==> src/rtl/write_pointer_ctrl.sv <==
// Base write/read pointer controller for a multi-lane circular buffer.
// Pointers carry a wrap bit in the MSB so full and empty can be told apart.
module write_pointer_ctrl #(
  parameter int PTR_WIDTH = 8,
  parameter int LANES     = 4
) (
  input  logic                 CLK,
  input  logic                 ASYNCRESETN,
  input  logic                 push_valid,
  input  logic [2:0]           push_count,
  output logic                 push_ready,
  input  logic                 pop_valid,
  input  logic [2:0]           pop_count,
  output logic                 pop_ready,
  input  logic                 flush,
  output logic [PTR_WIDTH-1:0] write_pointer,
  output logic [PTR_WIDTH-1:0] read_pointer,
  output logic [PTR_WIDTH-1:0] occupancy,
  output logic                 full,
  output logic                 empty,
  output logic                 err
);

  localparam logic [PTR_WIDTH-1:0] DEPTH    = {1'b1, {(PTR_WIDTH-1){1'b0}}};
  localparam logic [2:0]           LANES_C  = 3'(LANES);

  logic [PTR_WIDTH-1:0] wp_q, wp_d;
  logic [PTR_WIDTH-1:0] rp_q, rp_d;
  logic [PTR_WIDTH-1:0] occ_q, occ_d;
  logic                 full_q, full_d;
  logic                 empty_q, empty_d;
  logic                 err_q, err_d;

  logic [PTR_WIDTH-1:0] free;
  logic [PTR_WIDTH-1:0] push_amt;
  logic [PTR_WIDTH-1:0] pop_amt;
  logic                 push_acc;
  logic                 pop_acc;

  // Handshake: a transfer of N entries happens on a rising edge where valid
  // and ready are both high (and flush is low). ready depends only on the
  // requested count and registered state, never on valid. A request that is
  // not ready moves nothing; the requester holds it and retries.
  assign free     = DEPTH - occ_q;
  assign push_amt = {{(PTR_WIDTH-3){1'b0}}, push_count};
  assign pop_amt  = {{(PTR_WIDTH-3){1'b0}}, pop_count};

  assign push_ready = (push_amt <= free) && (push_count <= LANES_C);
  assign pop_ready  = (pop_amt <= occ_q) && (pop_count <= LANES_C);

  assign push_acc = push_valid && push_ready && !flush;
  assign pop_acc  = pop_valid && pop_ready && !flush;

  always_comb begin
    wp_d    = wp_q;
    rp_d    = rp_q;
    occ_d   = occ_q;
    err_d   = err_q;

    if ((push_valid && (push_count > LANES_C)) ||
        (pop_valid && (pop_count > LANES_C))) begin
      err_d = 1'b1;
    end

    if (flush) begin
      rp_d  = wp_q;
      occ_d = '0;
    end else begin
      if (push_acc) wp_d = wp_q + push_amt;
      if (pop_acc)  rp_d = rp_q + pop_amt;
      occ_d = occ_q + (push_acc ? push_amt : '0) - (pop_acc ? pop_amt : '0);
    end

    // Flags come from the next pointers so they register alongside them.
    full_d  = (wp_d ^ rp_d) == DEPTH;
    empty_d = (wp_d == rp_d);
  end

  always_ff @(posedge CLK or negedge ASYNCRESETN) begin
    if (!ASYNCRESETN) begin
      wp_q    <= '0;
      rp_q    <= '0;
      occ_q   <= '0;
      full_q  <= 1'b0;
      empty_q <= 1'b1;
      err_q   <= 1'b0;
    end else begin
      wp_q    <= wp_d;
      rp_q    <= rp_d;
      occ_q   <= occ_d;
      full_q  <= full_d;
      empty_q <= empty_d;
      err_q   <= err_d;
    end
  end

  assign write_pointer = wp_q;
  assign read_pointer  = rp_q;
  assign occupancy     = occ_q;
  assign full          = full_q;
  assign empty         = empty_q;
  assign err           = err_q;

endmodule

==> config.mk <==
export PLATFORM = sky130hd
export DESIGN_NAME = write_pointer_ctrl
export DESIGN_NICKNAME = d
export VERILOG_FILES = /design/src/rtl/write_pointer_ctrl.sv
export SDC_FILE = /design/constraint.sdc
export NUM_CORES = 1
export LEC_CHECK = 0
export CORE_ASPECT_RATIO = 0.75
export CORE_MARGIN = 4
export CORE_UTILIZATION = 50
export CTS_BUF_LIST = sky130_fd_sc_hd__clkbuf_2 sky130_fd_sc_hd__clkbuf_4 sky130_fd_sc_hd__clkbuf_8
export DETAILED_ROUTE_END_ITERATION = 16
export HOLD_SLACK_MARGIN = 0.02
export PLACE_DENSITY_LB_ADDON = 0.08
export SETUP_SLACK_MARGIN = 0.1
export SYNTH_ARGS = -nofsm -noshare
export SYNTH_HDL_FRONTEND = slang
export SYNTH_SLANG_ARGS = --single-unit
export TNS_END_PERCENT = 10
==> constraint.sdc <==
create_clock -name CLK -period 4 [get_ports CLK]
set_input_delay 0.6 -clock CLK [delete_from_list [all_inputs] [get_ports CLK]]
set_output_delay 0.6 -clock CLK [all_outputs]
set_load 0.005 [all_outputs]
==> impl_metrics.yaml <==
floorplan:
  fp.dieH_um: 67.16
  row_count: 21
  chip_width_um: 86.89
  core-area_sq_mm: 0.004493
  area_of_the_die_sq_mm: 0.005835
  effective_utilization_at_floorplan: 0.5194
  design.portCount: 40
route:
  drt_wl_total_mm: 5.685
  first_pass_iters: 4
  post-route-drc-count: 0
  vias_per_cell: 5.477
  drtAntennaViolNets: 0
  vias: 1999
  routed_wire_length_per_instance_um: 15.58
  initialDrtViolationCount: 103
global_routing:
  antenna_found_initial: 0
  gr-usage-all-layers: 0.2065
  grt_pass1_wl_mm: 9.522
  gr-total-overflow: 0
  grt_start_max_net_pins: 32
  first_global_vias: 1934
synthesis:
  ys_seq_elements: 27
  count_of_mapped_cells_out_of_synthesis: 246
  synth.distinct_cells: 61
  synth_top_area_cell: "sky130_fd_sc_hd__dfrtp_1"
  postSynthAreaPerCell_sq_um: 9.486
  ys.warnings.count: 0
  ys_top_cells_by_area: "sky130_fd_sc_hd__dfrtp_1, sky130_fd_sc_hd__ha_1, sky130_fd_sc_hd__xnor2_1, sky130_fd_sc_hd__fa_1, sky130_fd_sc_hd__inv_1"
  synth_ff_type: "sky130_fd_sc_hd__dfrtp_1"
  synth_largest_type_area_fraction: 0.2788
  synth_async_sr_flop_share: 1.000
  synth_sequential_area_ratio: 0.2901
  synth_edf_count: 0
  synthesis.area_sq_mm: 0.002333
  postSynthNetCount: 287
finish:
  sequential_cell_area_sq_um: 676.9
  final_cell_mix: "sky130_fd_sc_hd__clkdlybuf4s50_1, sky130_fd_sc_hd__dfrtp_1, sky130_fd_sc_hd__inv_1"
  multiInputGateArea_sq_mm: 0.001569
  num_antenna_cells: 0
  mostFrequentLayoutCell: "sky130_fd_sc_hd__clkdlybuf4s50_1"
  layout-drive-gt1-share: 0.1558
  layout.nets: 350
  areaGrowthSynthToFinish_pct: 30.03
  layout.filler_cells: 370
outcome:
  status: "finished, final reports clean"
power:
  peak_supply_drop_v: 0.0004321
  total_leakage_power_nw: 1.379
  pwr_density_cell_mw_per_mm2: 699.4
placement:
  pre_cts_slack_ns: -0.09879
  dp.final_hpwl_mm: 4.436
  io_buffer_count: 39
  place_congestion: 0.8366
worst_setup_path:
  critPathMaxFanout: 4
  cp-end-kind: "flip-flop"
  cell_breakdown_of_the_critical_path: "inv_1 -> ha_2 -> inv_1 -> ha_4 -> nor2b_1 -> o21a_1 -> o2111ai_2 -> o21a_4 -> nand2_1 -> fa_1 -> inv_2 -> ha_1 -> a21o_1 -> a21o_1 -> a21oi_2 -> o21bai_1 -> a21oi_1 -> o21bai_1 -> xor2_1 -> nor2_1"
  timing.critical_path.required_ns: 4.16
  critical_path.slowest_cell: "sky130_fd_sc_hd__fa_1"
  worst-setup-path-type: "flip-flop to flip-flop"
  critical_path_source_type: "flip-flop"
  cp.arrival_ns: 3.92
  timing.critical_path.slowest_cell_delay_ns: 0.50
timing:
  hold_slack_ns: 0.4805
  tightest_slew_ns: 0.4918
  final_min_period_over_clock_period: 0.9399
  final-hold-violation-count: 0
  timing.max_slew.rel_slack: 0.6702
  post-route-min-period_ns: 3.760
  setup_ws_ns: 0.2405
  clock.fmax_mhz: 266.0
  drv_slew: 0
  worst_clock_skew_ns: 0.002700
  rsz0062_at_grt: "yes"
  setup_violations: 0
hold_path:
  worstHoldPathType: "flip-flop to flip-flop"
clock_network:
  cts_tree: "done"
  clockRootBuffer: "sky130_fd_sc_hd__clkbuf_8"
  cts_max_path_buffers: 2
  ctsHoldBuffers: 0
  cts-buffers-inserted: 3
  tritoncts_num_sinks: 27
  clock_insertion_delay_worst_skew_ns: 0.27
  cts.reportedPaths.clkPinSlew_ns: 0.10
  h-tree-depth: 1
run:
  max_cap_violations: 0
==> where the power goes <==
group / switching (mW) / internal [mW]
clock: 0.0901 / 0.0699
sequential: 0.147 / 0.384
combinational: 0.645 / 0.787
==> registers in the layout, summed over array words and instances (netlist names) <==
| register | cells |
|---|---|
| write_pointer | 8 |
| err | 1 |
| empty | 1 |
| occupancy | 8 |
| full | 1 |
| read_pointer | 8 |
==> path summary, 6_finish.rpt <==
check                        startpoint            to  slack [ns]  depth (start not counted)
hold reg to reg                     err           err        0.48                          2
hold / removal                      err           err        0.48                          2
max in group asynchronous   ASYNCRESETN         empty        2.99                          2
setup / recovery           occupancy[1]  occupancy[7]        0.24                         20
setup reg to reg           occupancy[1]  occupancy[7]        0.24                         20
min in group asynchronous   ASYNCRESETN  occupancy[0]        0.70                          2
==> layout make-up <==
type | instances | area share
flip-flops and latches | 27 | 0.2231
clock buffers | 3 | 0.01361
multi-input cells | 188 | 0.5171
well taps | 57 | 0.02351
inverters | 26 | 0.03216
repair buffers | 63 | 0.1889
clock inverters | 1 | 0.001649
==> critical path, delay by kind of cell, from the launching register on <==
kind,cells,cell delay (ns)
compound gates,9,1.38
fa+ha+maj,4,1.25
flops,1,0.39
simple gates,3,0.25
buf+inv,3,0.22
xor+xnor,1,0.16
==> metal layers <==
layer,global-route usage,share of wire,vias up
li1,-,-,994
met1,0.3104,0.51,944
met2,0.3201,0.43,55
met3,0.03171,0.051,6
met4,0.02918,0.010,0
met5,0,0,-
==> stage by stage <==
step | std cells | util | power, mW | setup TNS, ns | instance area [sq um]
global route | 365 | 0.6753 | 2.320 | -0.01379 | 3034
finish | 365 | 0.6753 | 2.122 | 0 | 3034
floorplan | 246 | - | 1.372 | 0 | 2333
detailed placement | 359 | 0.6527 | 1.902 | -0.2077 | 2933
global placement | 359 | 0.6527 | 1.884 | -0.005418 | 2933
CTS | 363 | 0.6630 | 2.079 | 0 | 2979
==> synthesized netlist by cell type, types with 2 or more instances <==
library cell / number
sky130_fd_sc_hd__inv_1: 26
sky130_fd_sc_hd__a2111o_1: 2
sky130_fd_sc_hd__a21boi_0: 3
sky130_fd_sc_hd__nor2_1: 14
sky130_fd_sc_hd__clkbuf_1: 2
sky130_fd_sc_hd__nand3b_1: 2
sky130_fd_sc_hd__nor2b_1: 5
sky130_fd_sc_hd__and4_1: 2
sky130_fd_sc_hd__o21bai_1: 3
sky130_fd_sc_hd__fa_1: 5
sky130_fd_sc_hd__xnor2_1: 16
sky130_fd_sc_hd__nor3_1: 6
sky130_fd_sc_hd__a211oi_1: 2
sky130_fd_sc_hd__nor4b_1: 2
sky130_fd_sc_hd__o21a_1: 5
sky130_fd_sc_hd__o21ai_1: 2
sky130_fd_sc_hd__and2_1: 2
sky130_fd_sc_hd__and3_1: 2
sky130_fd_sc_hd__nand3_1: 6
sky130_fd_sc_hd__a21o_1: 6
sky130_fd_sc_hd__o31a_1: 2
sky130_fd_sc_hd__a21oi_1: 13
sky130_fd_sc_hd__or3_1: 3
sky130_fd_sc_hd__xor2_1: 8
sky130_fd_sc_hd__o211ai_1: 2
sky130_fd_sc_hd__mux2i_1: 2
sky130_fd_sc_hd__dfrtp_1: 26
sky130_fd_sc_hd__o21ai_0: 5
sky130_fd_sc_hd__nand2b_1: 4
sky130_fd_sc_hd__ha_1: 25
sky130_fd_sc_hd__nand2_1: 13
==> logic make-up (layout without fill, tap and decap cells) <==
family,count (synthesis),in the layout,synth area share
adder cells (fa/ha/maj),31,31,0.1818
XOR/XNOR,26,26,0.1099
AO/OA/AOI/OAI,58,58,0.1828
flip-flops,27,27,0.2901
AND/OR/NAND/NOR,69,69,0.1619
multiplexers,4,4,0.01984
buffers and inverters,31,93,0.05362
==> what timing repair did <==
action | in CTS | in global routing
hold endpoints to repair | 0 | 0
setup buffers | 0 | 2
resized for setup | 0 | 10
setup endpoints to repair | 0 | 3
Power figures use the tool's default switching activity.
